--- config.mk ---
export PLATFORM = sky130hd
export DESIGN_NAME = compare_arbiter_flat
export DESIGN_NICKNAME = d
export VERILOG_FILES = /design/src/rtl/compare_arbiter_if.sv /design/src/rtl/compare_arbiter.sv /design/src/flat_wrapper.sv
export SDC_FILE = /design/constraint.sdc
export NUM_CORES = 1
export LEC_CHECK = 0
export CAP_MARGIN = 20
export CORE_AREA = 2 2 132 134
export CTS_BUF_LIST = sky130_fd_sc_hd__clkbuf_2
export DETAILED_ROUTE_END_ITERATION = 8
export DIE_AREA = 0 0 134 136
export PLACE_DENSITY = 0.83
export SYNTH_ARGS = -nofsm -noshare
export SYNTH_HDL_FRONTEND = slang
export SYNTH_SLANG_ARGS = --single-unit
export TNS_END_PERCENT = 5
--- constraint.sdc ---
create_clock -name clk -period 4.7 [get_ports clk]
set_clock_uncertainty 0.1 [all_clocks]
set_input_delay 0.94 -clock clk [delete_from_list [all_inputs] [get_ports clk]]
set_output_delay 0.94 -clock clk [all_outputs]
set_load 0.02 [all_outputs]
--- src/rtl/compare_arbiter_if.sv ---
// Requester-side bus of compare_arbiter.
//   rq_req : per-requester level request, held with operands until rq_ack
//   rq_x/y : packed operands, requester i at [i*WIDTH +: WIDTH]
//   rq_ack : one-cycle one-hot completion pulse
//   rq_res : {bigger,equal,smaller}, valid with rq_ack
//   rq_err : timeout or malformed result, valid with rq_ack
interface compare_arbiter_if #(
  parameter int WIDTH = 32,
  parameter int N     = 4
);
  logic [N-1:0]       rq_req;
  logic [N*WIDTH-1:0] rq_x;
  logic [N*WIDTH-1:0] rq_y;
  logic [N-1:0]       rq_ack;
  logic [2:0]         rq_res;
  logic               rq_err;

  modport master (output rq_req, rq_x, rq_y, input  rq_ack, rq_res, rq_err);
  modport slave  (input  rq_req, rq_x, rq_y, output rq_ack, rq_res, rq_err);
endinterface

--- src/rtl/compare_arbiter.sv ---
// Shares one asynchronous req/fin comparator among N clocked requesters.
// Round-robin grant, registered operands and cmp_req, 2-flop fin synchronizer,
// one-cycle ack carrying the one-hot compare result or an error.
// Ports:
//   clk, rst_n      : clock, asynchronous active-low reset
//   rq              : requester bus (slave side)
//   busy            : high whenever not idle
//   cmp_req/x/y     : registered request and operands to the comparator
//   cmp_fin         : asynchronous done from the comparator
//   cmp_bigger/equal/smaller : comparator result, stable while cmp_fin high
module compare_arbiter #(
  parameter int WIDTH   = 32,
  parameter int N       = 4,
  parameter int SETTLE  = 2,
  parameter int TIMEOUT = 64
) (
  input  logic             clk,
  input  logic             rst_n,
  compare_arbiter_if.slave rq,
  output logic             busy,
  output logic             cmp_req,
  output logic [WIDTH-1:0] cmp_x,
  output logic [WIDTH-1:0] cmp_y,
  input  logic             cmp_fin,
  input  logic             cmp_bigger,
  input  logic             cmp_equal,
  input  logic             cmp_smaller
);
  localparam int IW   = (N > 1) ? $clog2(N) : 1;
  localparam int CMAX = (SETTLE > TIMEOUT) ? SETTLE : TIMEOUT;
  localparam int CW   = $clog2(CMAX + 1);

  typedef enum logic [2:0] {
    S_IDLE, S_SETUP, S_LAUNCH, S_WAIT_FIN, S_DONE, S_RECOVER
  } state_t;

  state_t           r_state, w_next;
  logic [IW-1:0]    r_ptr, r_grant, w_pick;
  logic             w_any;
  logic [CW-1:0]    r_cnt;
  logic             r_fin_s1, r_fin_s2;
  logic [2:0]       r_res;
  logic             r_to;
  logic             r_cmp_req;
  logic [WIDTH-1:0] r_cmp_x, r_cmp_y;
  logic             w_settled, w_expired, w_onehot_res;
  logic [N-1:0]     w_ack_vec;

  // Round-robin search from ptr+1 upward. Walking k downward lets the
  // smallest offset with a set request win the final assignment.
  always_comb begin
    w_any  = 1'b0;
    w_pick = '0;
    for (int k = N; k >= 1; k--) begin
      if (rq.rq_req[(int'(r_ptr) + k) % N]) begin
        w_any  = 1'b1;
        w_pick = IW'((int'(r_ptr) + k) % N);
      end
    end
  end

  assign w_settled = (r_cnt == CW'(SETTLE - 1));
  assign w_expired = (r_cnt == CW'(TIMEOUT - 1));

  // fin is asynchronous to clk
  always_ff @(posedge clk or negedge rst_n) begin
    if (!rst_n) begin
      r_fin_s1 <= 1'b0;
      r_fin_s2 <= 1'b0;
    end else begin
      r_fin_s1 <= cmp_fin;
      r_fin_s2 <= r_fin_s1;
    end
  end

  always_ff @(posedge clk or negedge rst_n) begin
    if (!rst_n) r_state <= S_IDLE;
    else        r_state <= w_next;
  end

  always_comb begin
    w_next = r_state;
    case (r_state)
      S_IDLE:     if (w_any) w_next = S_SETUP;
      S_SETUP:    w_next = S_LAUNCH;
      S_LAUNCH:   if (w_settled) w_next = S_WAIT_FIN;
      S_WAIT_FIN: if (r_fin_s2 || w_expired) w_next = S_DONE;
      S_DONE:     w_next = S_RECOVER;
      S_RECOVER:  w_next = S_IDLE;
      default:    w_next = S_IDLE;
    endcase
  end

  // Datapath. fin_s is ignored during LAUNCH: the previous operation's fin
  // may still be high there until the new req edge has cleared it and that
  // low level has crossed the synchronizer.
  always_ff @(posedge clk or negedge rst_n) begin
    if (!rst_n) begin
      r_ptr     <= '0;
      r_grant   <= '0;
      r_cnt     <= '0;
      r_res     <= '0;
      r_to      <= 1'b0;
      r_cmp_req <= 1'b0;
      r_cmp_x   <= '0;
      r_cmp_y   <= '0;
    end else begin
      case (r_state)
        S_IDLE: if (w_any) begin
          r_grant <= w_pick;
          r_cmp_x <= rq.rq_x[w_pick*WIDTH +: WIDTH];
          r_cmp_y <= rq.rq_y[w_pick*WIDTH +: WIDTH];
          r_cnt   <= '0;
          r_res   <= '0;
          r_to    <= 1'b0;
        end
        S_SETUP: begin
          r_cmp_req <= 1'b1;
          r_cnt     <= '0;
        end
        S_LAUNCH: r_cnt <= w_settled ? '0 : r_cnt + CW'(1);
        S_WAIT_FIN: begin
          if (r_fin_s2) begin
            r_res <= {cmp_bigger, cmp_equal, cmp_smaller};
          end else if (w_expired) begin
            r_res <= 3'b000;
            r_to  <= 1'b1;
          end else begin
            r_cnt <= r_cnt + CW'(1);
          end
        end
        S_DONE: begin
          r_cmp_req <= 1'b0;
          r_ptr     <= r_grant;
        end
        default: ;
      endcase
    end
  end

  assign w_onehot_res = (r_res == 3'b100) || (r_res == 3'b010) || (r_res == 3'b001);
  assign w_ack_vec    = {{(N-1){1'b0}}, 1'b1} << r_grant;

  assign rq.rq_ack = (r_state == S_DONE) ? w_ack_vec : '0;
  assign rq.rq_res = (r_state == S_DONE) ? r_res : 3'b000;
  assign rq.rq_err = (r_state == S_DONE) && (r_to || !w_onehot_res);
  assign busy      = (r_state != S_IDLE);
  assign cmp_req   = r_cmp_req;
  assign cmp_x     = r_cmp_x;
  assign cmp_y     = r_cmp_y;
endmodule

--- src/flat_wrapper.sv ---
// flat-port wrapper written by rule: the top's interface ports become plain ports
module compare_arbiter_flat 
#(
  parameter int WIDTH   = 32,
  parameter int N       = 4,
  parameter int SETTLE  = 2,
  parameter int TIMEOUT = 64
)
  (clk, rst_n, busy, cmp_req, cmp_x, cmp_y, cmp_fin, cmp_bigger, cmp_equal, cmp_smaller, rq_rq_req, rq_rq_x, rq_rq_y, rq_rq_ack, rq_rq_res, rq_rq_err);
  compare_arbiter_if #(.WIDTH(WIDTH), .N(N)) rq_i ();
  input  logic clk;
  input  logic rst_n;
  output logic busy;
  output logic cmp_req;
  output logic [WIDTH-1:0] cmp_x;
  output logic [WIDTH-1:0] cmp_y;
  input  logic cmp_fin;
  input  logic cmp_bigger;
  input  logic cmp_equal;
  input  logic cmp_smaller;
  input wire logic [$bits(rq_i.rq_req)-1:0] rq_rq_req;
  input wire logic [$bits(rq_i.rq_x)-1:0] rq_rq_x;
  input wire logic [$bits(rq_i.rq_y)-1:0] rq_rq_y;
  output wire logic [$bits(rq_i.rq_ack)-1:0] rq_rq_ack;
  output wire logic [$bits(rq_i.rq_res)-1:0] rq_rq_res;
  output wire logic [$bits(rq_i.rq_err)-1:0] rq_rq_err;
  assign rq_i.rq_req = rq_rq_req;
  assign rq_i.rq_x = rq_rq_x;
  assign rq_i.rq_y = rq_rq_y;
  assign rq_rq_ack = rq_i.rq_ack;
  assign rq_rq_res = rq_i.rq_res;
  assign rq_rq_err = rq_i.rq_err;
  compare_arbiter #(.WIDTH(WIDTH), .N(N), .SETTLE(SETTLE), .TIMEOUT(TIMEOUT)) u_core (.clk(clk), .rst_n(rst_n), .rq(rq_i), .busy(busy), .cmp_req(cmp_req), .cmp_x(cmp_x), .cmp_y(cmp_y), .cmp_fin(cmp_fin), .cmp_bigger(cmp_bigger), .cmp_equal(cmp_equal), .cmp_smaller(cmp_smaller));
endmodule
* After elaboration in Yosys (flattened, before gate mapping)
Cells that the tools add are included.
** Storage, ports and cells
- Bits of input ports :: 266
- Word-level logic and storage cells :: 103
- Flip-flop bits (word level) :: 85
- Output and inout port bits :: 74
** Cells by class
- Bitwise logic cells :: 4
- Magnitude comparators :: 4
- $add $sub $neg :: 5
- Reductions and logical operators :: 20
- Shifts and indexed selects :: 3
- Eq/ne operators :: 16
- Muxes and demuxes :: 40
** Operator list (count)
- 128-bit by 8-bit indexed part select with 32-bit output :: 2
- 7-bit two-way mux :: 4
- 7-bit one-hot mux with 4 select lines :: 1
- 3-bit two-way mux :: 7
- 3-bit by 4-bit less-than comparator with 1-bit output, second input constant :: 4
- 1-bit two-way mux :: 15
- 3-bit one-hot mux with 5 select lines :: 1
- 3-bit by 2-bit == test with 1-bit output, second input constant :: 3
- 1-bit binary-select mux with 2-bit select :: 4
- 2-bit two-way mux :: 4
- 2-bit by 1-bit != test with 1-bit output, second input constant :: 4
- 4-bit AND reduction :: 2
- 2-bit OR reduction :: 4
- 7-bit by 1-bit adder with 7-bit output, second input constant :: 1
- 7-bit by 1-bit == test with 1-bit output, second input constant :: 1
- 7-bit by 6-bit == test with 1-bit output, second input constant :: 1
- 3-bit by 1-bit == test with 1-bit output, second input constant :: 2
- 3-bit == test, second input constant :: 2
- 3-bit one-hot mux with 2 select lines :: 1
- 3-bit AND reduction :: 2
- 2-bit by 1-bit adder with 2-bit output, second input constant :: 2
- 2-bit adder, second input constant :: 2
- 1-bit AND, first input constant :: 4
- 1-bit logical OR :: 4
- other kinds (12) :: 15

* Depth between registers and ports, before layout
Gate-level depths: netlist of the first run.
- Depth after elaboration :: 12
- Gate-level depth with buffers :: 8
- Depth with buffers taken out :: 7

* Worst setup path before layout of the first run
Ideal clock, no wire load.
- Path kind :: reg2out
- Start point :: reg u_core.r_state[0]
- End point :: out rq_rq_ack[0]
- Path slack :: 2.139 ns
- Data required time :: 3.660 ns
- Stages on the path, launching flop included :: 6
- Data arrival time :: 1.521 ns
- Cell sequence :: dfrtp_1 buf_2 nor2_1 clkbuf_1 nand2_1 nor3_1
** Between the ends
- Word-level cells in the longest chain between the ends :: 2
** Ends and longest elaborated chain
- from (decl) :: line compare_arbiter.sv:37 : state_t r_state, w_next;
- from (signal assigned) :: line compare_arbiter.sv:78 : else r_state <= w_next;
- 3-bit == test :: line compare_arbiter.sv:144 : assign rq.rq_ack = (r_state == S_DONE) ? w_ack_vec : '0;
- 4-bit two-way mux :: line compare_arbiter.sv:144
- to (decl) :: line flat_wrapper.sv:24 : output wire logic [$bits(rq_i.rq_ack)-1:0] rq_rq_ack;
No other way between the ends.

* Worst setup path after layout of the first run
Same ends and word-level chain as after synthesis.

==> run_results.csv, run 1 <==
group,metric,value,unit
status,run_status,"completed",
power,ir_drop,438,uV
final_layout,syn_to_final_growth,57.9,%
worst_setup_path,reg2reg_slack,1.61,ns
die,start_util,0.366,
clock_tree,cts_tree,"yes",
sta,timing.setup.tns,0,ns
worst_setup_path,cp.arrival,2.97,ns
sta,fin_crit_sh,0.853,
logic_synthesis,synthArstFlopShare,1.00,
run,drv_cap,0,
die,core,16900,sq um
worst_setup_path,cp_data_required_time,3.66,ns
detailed_routing,via_per_inst,5.53,
final_layout,drive_above_1_share,0.0962,
logic_synthesis,yosys.cell_types.count,47,
sta,rsz0062_at_grt,"no",
clock_tree,clockBufferDepth,2,
power,cellLeakagePower,0.00388,uW
sta,period_needed,4.01,ns
global_routing,grt_remaining_overflow,0,
power,powerDensity,504,nW/um^2
global_routing,groute.usage.overall,0.256,
detailed_routing,vias,6486,
logic_synthesis,yosys_warnings,0,
place,io_buffers,339,
worst_setup_path,critPathKind,"reg2out",
die,die_h,136,um
die,io_pins,340,
sta,setup_violations,0,
detailed_routing,routedWlPerCell,20.1,um
detailed_routing,drt_pre_antenna_iters,5,
logic_synthesis,synth_edf_count,0,
logic_synthesis,synth_seq_cells,85,
logic_synthesis,syn-cell-area,6180,sq um
final_layout,postLayoutCellArea,9760,sq um
final_layout,layout.nets,1209,
logic_synthesis,synth_seq_area_share,0.344,
final_layout,final_cell_mix,"clkdlybuf4s50_1, dfrtp_1, nand2_1",
place,post-dp-hpwl,16000,um
worst_setup_path,worst_setup_path_start_kind,"register",
detailed_routing,detail-route-antenna-nets,0,
global_routing,grt_max_degree,66,
worst_setup_path,crit_chain,"nor2_1 -> nand2_1 -> nor3_1 -> clkdlybuf4s50_1",
clock_tree,hold_buffers,0,
worst_setup_path,slowest_stage,"clkdlybuf4s50_1",
logic_synthesis,synth_nets,918,
clock_tree,cts_sinks,85,
place,routabilityCongestion,0.832,
global_routing,antenna_found_initial,1,
clock_tree,cts-resized-gates,0,
die,dieWidth,134,um
die,rows,48,
clock_tree,clk_latency,0.62,ns
worst_setup_path,cpPeakStageDelay,0.66,ns
clock_tree,htree_levels,3,
worst_hold_path,hold_class,"in2async",
global_routing,grt_pass1_wl,36500,um
clock_tree,cts_setup_buffers,0,
logic_synthesis,postSynthAreaPerCell,9.51,sq um
logic_synthesis,synth_ff_type,"dfrtp_1",
sta,slew_violations,0,
detailed_routing,totalWireLength,23500,um
global_routing,grt_pass1_vias,6661,
die,fp.dieArea,18200,sq um
clock_tree,cts.clk_slew.worst_paths,0.32,ns
final_layout,layout_commonest_cell,"clkdlybuf4s50_1",
sta,relSlewSlack,0.395,
clock_tree,clockRootBuffer,"clkbuf_2",
detailed_routing,drtIter0Drc,330,
worst_setup_path,crit_path_end_kind,"output port",
worst_setup_path,worst-path-max-fanout,11,
detailed_routing,drc,0,
sta,worstMarginPinSlew,0.904,ns
sta,hold_viol,0,
logic_synthesis,synthCells,650,
sta,fmax,250,MHz
clock_tree,cts_buffers,9,
place,placed_area,9640,sq um
[metal layers]
| metal | share of wire | routed length (um) | global-route usage |
|---|---|---|---|
| met1 | 0.41 | 9620 | 0.320 |
| met5 | 0 | 0 | 0 |
| met2 | 0.49 | 11600 | 0.436 |
| met4 | 0.026 | 607 | 0.0928 |
| met3 | 0.073 | 1710 | 0.0552 |
[critical path, delay by kind of cell, from the launching register on]
kind                   cells  cell delay [ns]
buffers and inverters      1             0.66
flip-flops                 1             0.56
AND/OR/NAND/NOR            3             1.13
[power by group]
part	total, uW	leakage (uW)	internal (uW)	switching [uW]
registers	1270	0.00107	1040	228
logic	3230	0.00274	1440	1780
clock network	422	0.0000748	92.1	330
[final timing paths]
kind | to | startpoint | cells after the start
max | rq_rq_ack[0] | u_core.r_state[0]$_DFFE_PN0P_ | 4
min | u_core.cmp_y[5]$_DFFE_PN0P_ | rst_n | 1
max reg2reg | u_core.cmp_x[14]$_DFFE_PN0P_ | u_core.r_state[0]$_DFFE_PN0P_ | 7
min reg2reg | u_core.r_fin_s2$_DFF_PN0_ | u_core.r_fin_s1$_DFF_PN0_ | 0
max in group asynchronous | u_core.cmp_y[30]$_DFFE_PN0P_ | rst_n | 2
min in group clk | u_core.r_fin_s2$_DFF_PN0_ | u_core.r_fin_s1$_DFF_PN0_ | 0
[stage by stage]
step / hold slack [ns] / total power, uW / std cells / utilization / worst slack, ns
2_1_floorplan: 0.231 / 3310 / 650 / - / 2.14
3_3_place_gp: 0.234 / 4460 / 1155 / 0.571 / 1.09
3_5_place_dp: 0.237 / 4520 / 1155 / 0.571 / 1.01
4_1_cts: 0.224 / 4950 / 1171 / 0.578 / 0.660
5_1_grt: 0.239 / 5270 / 1172 / 0.578 / 0.464
6_report: 0.252 / 4920 / 1172 / 0.578 / 0.693
[cell usage after synthesis, types with 2 or more instances]
cell type	instances	area (sq um)
o211ai_2	29	363
and3_1	4	25.0
o21ai_1	50	250
o21ai_2	16	140
nand2b_1	2	12.5
dfrtp_1	85	2130
o21ai_0	15	75.1
mux2i_1	64	641
o211ai_1	35	263
or2_2	2	12.5
nor2_1	19	71.3
o31a_1	64	561
buf_2	17	85.1
o31ai_1	4	30.0
buf_6	9	101
and4_1	64	561
a21oi_1	2	10.0
nor3_2	2	20.0
nor3_1	2	10.0
nand2_1	79	297
inv_1	4	15.0
a22o_1	3	26.3
nand3_1	5	25.0
a21o_1	2	15.0
buf_4	7	52.6
nor2b_1	5	31.3
ha_1	2	25.0
clkbuf_1	39	146
[cell type report]
type | count | area (sq um)
inverters | 4 | 15.0
clock inverters | 7 | 71.3
clock buffers | 9 | 45.0
multi-input cells | 489 | 3710
repair buffers | 352 | 3500
diodes | 1 | 2.50
well taps | 225 | 282
fillers | 1475 | 7120
flip-flops and latches | 85 | 2130
[flip-flops by register name, summed over array words and instances (netlist names)]
name,cells
u_core.r_ptr,2
u_core.cmp_y,32
u_core.r_fin_s2,1
u_core.r_cnt,7
u_core.r_res,3
u_core.cmp_req,1
u_core.r_fin_s1,1
u_core.cmp_x,32
u_core.r_grant,2
u_core.r_to,1
u_core.r_state,3
[cells by family after synthesis]
family / count (synthesis) / synth area share
multiplexers: 64 / 0.104
flip-flops: 85 / 0.344
AO/OA/AOI/OAI: 229 / 0.296
AND/OR/NAND/NOR: 193 / 0.186
buffers and inverters: 76 / 0.0648
XOR/XNOR: 1 / 0.00142
adder cells (fa/ha/maj): 2 / 0.00405
Note: power is estimated with default switching activity, not from simulation.
==> run 2: changes to the inputs <==
==> constraint.sdc (replaced) <==
create_clock -name clk -period 4.7 [get_ports clk]
set_clock_uncertainty 0.1 [all_clocks]
set_input_delay 0.705 -clock clk [delete_from_list [all_inputs] [get_ports clk]]
set_output_delay 0.705 -clock clk [all_outputs]
set_load 0.02 [all_outputs]
==> run 2 against run 1 <==
  * Cell count grew 0.26%
  * Routed wire length is 0.96% lower
  * Global-route usage fell by 0.27 points
  * Non-clock buffer count rose by 2
  * Count of clock-buffer cells in the layout did not move
  * Critical path type unchanged
  * Highest routed layer unchanged
==> run_results.csv, run 2 (synthesis gave the netlist of run 1 again) <==
group,metric,value,unit
status,run_status,"completed",
worst_setup_path,cp.arrival,2.88,ns
final_layout,final_cell_mix,"clkdlybuf4s50_1, dfrtp_1, nand2_1",
worst_hold_path,hold_end,"u_core.r_fin_s2$_DFF_PN0_",
die,fp.dieArea,18200,sq um
global_routing,grtUsageMet2,0.421,
worst_setup_path,r2r-end,"u_core.cmp_x[5]$_DFFE_PN0P_",
die,core,16900,sq um
power,clock_power_share,0.075,
detailed_routing,via_per_inst,5.50,
clock_tree,clk_latency,0.59,ns
global_routing,grt_remaining_overflow,0,
global_routing,gr-max-usage-layer,"met2",
place,routabilityCongestion,0.820,
place,dp_slack,1.47,ns
power,powerDensity,497,nW/um^2
detailed_routing,totalWireLength,23300,um
die,die_h,136,um
worst_setup_path,worst_setup_path_start_kind,"register",
sta,setup_violations,0,
place,post-dp-hpwl,16200,um
power,netSwitchingPower,2300,uW
detailed_routing,drtIter0Drc,335,
power,swShare,0.474,
power,internal_power,2550,uW
run,drv_cap,0,
final_layout,layout.nets,1211,
clock_tree,cts_buffers,9,
global_routing,grt_max_degree,69,
global_routing,groute.usage.overall,0.253,
clock_tree,clockBufferDepth,2,
power,combPwrFrac,0.661,
worst_hold_path,whs_path_depth,0,
clock_tree,cts.clk_slew.worst_paths,0.27,ns
worst_setup_path,reg2reg_slack,2.13,ns
global_routing,grt_use_met3,0.0611,
final_layout,layout_commonest_cell,"clkdlybuf4s50_1",
die,rows,48,
worst_hold_path,hold_class,"reg2reg",
global_routing,antenna_found_initial,1,
sta,slew_violations,0,
global_routing,grt_pass1_wl,36100,um
sta,rsz0062_at_grt,"no",
sta,fmax,272,MHz
global_routing,grt_pass1_vias,6452,
worst_setup_path,crit_path_end_kind,"output port",
place,io_buffers,339,
worst_setup_path,cp_data_required_time,3.89,ns
die,io_pins,340,
sta,hold_viol,0,
worst_setup_path,worst_r2r_path_depth,5,
global_routing,grtUsageMet1,0.328,
detailed_routing,drc,0,
sta,period_needed,3.68,ns
die,dieWidth,134,um
final_layout,syn_to_final_growth,57.7,%
worst_setup_path,cp-startpoint,"u_core.r_state[0]$_DFFE_PN0P_",
sta,finalWorstSetupSlack,1.02,ns
worst_setup_path,worst-path-max-fanout,11,
power,ir_drop,410,uV
final_layout,drive_above_1_share,0.0970,
power,cellLeakagePower,0.00387,uW
detailed_routing,routedWlPerCell,19.8,um
detailed_routing,vias,6463,
worst_setup_path,reg2reg_from,"u_core.r_state[0]$_DFFE_PN0P_",
sta,relSlewSlack,0.259,
clock_tree,clockRootBuffer,"clkbuf_2",
sta,worstMarginPinSlew,1.11,ns
detailed_routing,drt_pre_antenna_iters,5,
sta,fin_crit_sh,0.783,
worst_setup_path,critPathKind,"reg2out",
power,seqPwrFrac,0.264,
detailed_routing,detail-route-antenna-nets,0,
worst_hold_path,hp-start,"u_core.r_fin_s1$_DFF_PN0_",
clock_tree,cts_sinks,85,
clock_tree,cts_setup_buffers,0,
clock_tree,cts_tree,"yes",
clock_tree,htree_levels,3,
die,start_util,0.366,
sta,timing.setup.tns,0,ns
[run 2: changes by cell type in the layout (fill, tap and decap cells not counted)]
| cell | change |
|---|---|
| buf_4 | +2 |
| buf_12 | -1 |
| dlygate4sd3_1 | +1 |
| clkinv_2 | +2 |
| diode_2 | +1 |
| clkinvlp_4 | +2 |
| inv_8 | -4 |
| inv_6 | -1 |
| clkinv_4 | +1 |
[run 2: routing by layer]
layer	part of all wire	wire length (um)	vias up
met3	0.072	1680	30
li1	-	-	3079
met2	0.49	11400	278
met4	0.019	437	0
met1	0.42	9770	3076
met5	0	0	-
[run 2: critical path: stages, from the launching register on]
cell,delay (ns)
dfrtp_1,0.56
nor2_1,0.59
nand2_1,0.27
nor3_1,0.21
clkdlybuf4s50_1,0.65
[run 2: final cells by class]
cell class                      count  area (sq um)
Fill cell                        1488          7130
Multi-Input combinational cell    489          3710
Timing Repair Buffer              354          3510
Sequential cell                    85          2130
Tap cell                          225           282
Clock inverter                      7          51.3
Clock buffer                        9          45.0
Inverter                            4          15.0
Antenna cell                        2          5.00
[run 2: worst max-delay path by stage]
stage / end / slack [ns] / depth (start not counted)
final: rq_rq_ack[0] / 1.02 / 4
after global routing: rq_rq_ack[0] / 0.70 / 4
after CTS: rq_rq_ack[0] / 0.94 / 4
after detailed placement: u_core.cmp_x[31]$_DFFE_PN0P_ / 1.47 / 6
after global placement: u_core.cmp_y[0]$_DFFE_PN0P_ / 1.52 / 6
after floorplan: rq_rq_ack[0] / 2.37 / 5
[run 2: power by group through the flow]
stage	registers, uW	clock network (uW)	logic [uW]
3_5_place_dp	1290	0	3220
6_report	1280	365	3200
4_1_cts	1280	382	3220
3_3_place_gp	1280	0	3170
5_1_grt	1320	411	3450
2_1_floorplan	1530	0	1780
[run 2: repair_timing]
| item | CTS | global route |
|---|---|---|
| gates resized for setup | 0 | 0 |
| hold buffers | 1 | 0 |
| hold endpoints to repair | 39 | 0 |
[run 2: stage by stage]
step	hold WS, ns	cells	power, uW	area (sq um)	utilization
floorplan	0.231	650	3310	6180	-
global placement	0.235	1156	4450	9630	0.571
detailed placement	0.236	1156	4510	9630	0.571
CTS	0.289	1173	4880	9740	0.577
global route	0.307	1174	5180	9740	0.577
finish	0.286	1175	4850	9750	0.577
==> run 3: changes to the inputs <==
==> constraint.sdc (replaced) <==
create_clock -name clk -period 3.8 [get_ports clk]
set_clock_uncertainty 0.1 [all_clocks]
set_input_delay 0.57 -clock clk [delete_from_list [all_inputs] [get_ports clk]]
set_output_delay 0.57 -clock clk [all_outputs]
set_load 0.02 [all_outputs]
==> run 3 against run 2 <==
  * Global-route usage shrank 0.41 points
  * Die area did not move
  * Sequential share of layout area fell by 0.27 points
  * Critical path depth did not move
  * Largest cell class unchanged
  * Register-to-register slack lost 0.87 ns
  * Largest power group unchanged
  * Routed wire length shrank 0.10%
  * Cell count is essentially flat
  * Non-clock buffer count grew 3
==> run_results.csv, run 3 (synthesis gave the netlist of run 1 again) <==
group,metric,value,unit
status,run_status,"completed",
die,die_h,136,um
die,core,16900,sq um
worst_setup_path,cp_data_required_time,3.13,ns
final_layout,final_cell_mix,"clkdlybuf4s50_1, dfrtp_1, nand2_1",
clock_tree,cts.clk_slew.worst_paths,0.32,ns
worst_setup_path,cp.arrival,2.47,ns
global_routing,grt_pass1_vias,6663,
power,netSwitchingPower,2910,uW
sta,hold_viol,0,
clock_tree,clk_latency,0.59,ns
final_layout,num_antenna_cells,0,
sta,setup_violations,0,
detailed_routing,drt_pre_antenna_iters,4,
final_layout,seqCellArea,2130,sq um
global_routing,grt_pass1_wl,35700,um
worst_hold_path,hold_class,"in2reg",
clock_tree,clockRootBuffer,"clkbuf_2",
final_layout,layout_commonest_cell,"clkdlybuf4s50_1",
clock_tree,cts_tree,"yes",
die,dieWidth,134,um
detailed_routing,totalWireLength,23300,um
place,dp_slack,0.654,ns
global_routing,groute.usage.overall,0.249,
die,rows,48,
power,swShare,0.473,
final_layout,fill_cells,1482,
run,drv_cap,0,
die,io_pins,340,
sta,slew_violations,0,
final_layout,layout.nets,1214,
power,cellLeakagePower,0.00393,uW
die,start_util,0.366,
final_layout,syn_to_final_growth,59.7,%
power,internal_power,3250,uW
sta,relSlewSlack,0.453,
clock_tree,clockBufferDepth,2,
worst_setup_path,worst-path-max-fanout,9,
global_routing,grt_max_degree,86,
detailed_routing,drtIter0Drc,397,
global_routing,grt_remaining_overflow,0,
sta,rsz0062_at_grt,"no",
power,clock_power_share,0.083,
sta,timing.setup.tns,0,ns
place,io_buffers,339,
place,post-dp-hpwl,16200,um
detailed_routing,routedWlPerCell,19.8,um
final_layout,multi_input_area,3710,sq um
worst_setup_path,critPathKind,"reg2out",
die,fp.dieArea,18200,sq um
power,ir_drop,354,uV
detailed_routing,vias,6591,
place,routabilityCongestion,0.817,
worst_setup_path,worst_setup_path_start_kind,"register",
clock_tree,htree_levels,3,
detailed_routing,via_per_inst,5.60,
sta,worstMarginPinSlew,0.817,ns
global_routing,antenna_found_initial,0,
power,combPwrFrac,0.660,
power,seqPwrFrac,0.256,
final_layout,drive_above_1_share,0.0999,
worst_setup_path,crit_path_end_kind,"output port",
detailed_routing,detail-route-antenna-nets,0,
clock_tree,cts_buffers,9,
clock_tree,cts_sinks,85,
detailed_routing,drc,0,
sta,period_needed,3.14,ns
power,powerDensity,624,nW/um^2
sta,fin_crit_sh,0.825,
sta,finalWorstSetupSlack,0.663,ns
clock_tree,cts-resized-gates,0,
sta,fmax,319,MHz
[run 3: changes by cell type in the layout (fill, tap and decap cells not counted)]
| cell | previous run | this run |
|---|---|---|
| inv_6 | 1 | 3 |
| clkinv_4 | 2 | 1 |
| buf_4 | 15 | 12 |
| buf_16 | 0 | 1 |
| diode_2 | 2 | 0 |
| inv_8 | 0 | 2 |
| clkinv_2 | 2 | 0 |
| clkinv_8 | 0 | 1 |
| clkinvlp_4 | 2 | 0 |
| buf_12 | 0 | 5 |
[run 3: area by class of cell]
class,instances,area share
multi-input cells,489,0.376
repair buffers,357,0.366
flip-flops and latches,85,0.216
well taps,225,0.0285
clock inverters,7,0.00748
clock buffers,9,0.00456
inverters,4,0.00152
[run 3: per-layer routing]
layer  wire, um  global-route usage
met5          0                   0
met4        537              0.0839
met3       1780              0.0597
met2      11300               0.415
met1       9650               0.317
[run 3: through the flow]
stage          total power, uW  hold slack (ns)   util  cells  instance area, sq um
3_3_place_gp              5570            0.236  0.575   1158                  9710
6_report                  6160            0.254  0.585   1176                  9870
3_5_place_dp              5630            0.246  0.575   1158                  9710
4_1_cts                   6160            0.193  0.583   1175                  9840
2_1_floorplan             4100            0.174      -    650                  6180
5_1_grt                   6550            0.186  0.585   1176                  9870
[run 3: critical path, stage by stage (launching register included)]
cell and delay [ns]:
dfrtp_1 0.56, nor2_1 0.26, nand2_1 0.17, nor3_1 0.21
clkdlybuf4s50_1 0.66
[run 3: timing repair]
item | CTS | global route
hold endpoints to repair | 85 | 0
hold buffers | 1 | 0
setup buffers | 0 | 0
[run 3: worst paths after layout]
path / startpoint / slack [ns] / cells after the start / end
max reg2reg: u_core.r_state[0]$_DFFE_PN0P_ / 1.26 / 8 / u_core.cmp_y[24]$_DFFE_PN0P_
min reg2reg: u_core.r_fin_s1$_DFF_PN0_ / 0.29 / 0 / u_core.r_fin_s2$_DFF_PN0_
min in group asynchronous: rst_n / 0.36 / 3 / u_core.cmp_y[5]$_DFFE_PN0P_
min: cmp_fin / 0.25 / 1 / u_core.r_fin_s1$_DFF_PN0_
max in group asynchronous: rst_n / 2.77 / 3 / u_core.cmp_x[23]$_DFFE_PN0P_
max: u_core.r_state[0]$_DFFE_PN0P_ / 0.66 / 4 / rq_rq_ack[0]
[run 3: power groups by stage]
stage	combinational (uW)	sequential, uW	clock, uW
6_report	4070	1580	512
5_1_grt	4370	1630	551
4_1_cts	4050	1580	530
3_5_place_dp	4040	1590	0
3_3_place_gp	3980	1580	0
2_1_floorplan	2200	1890	0
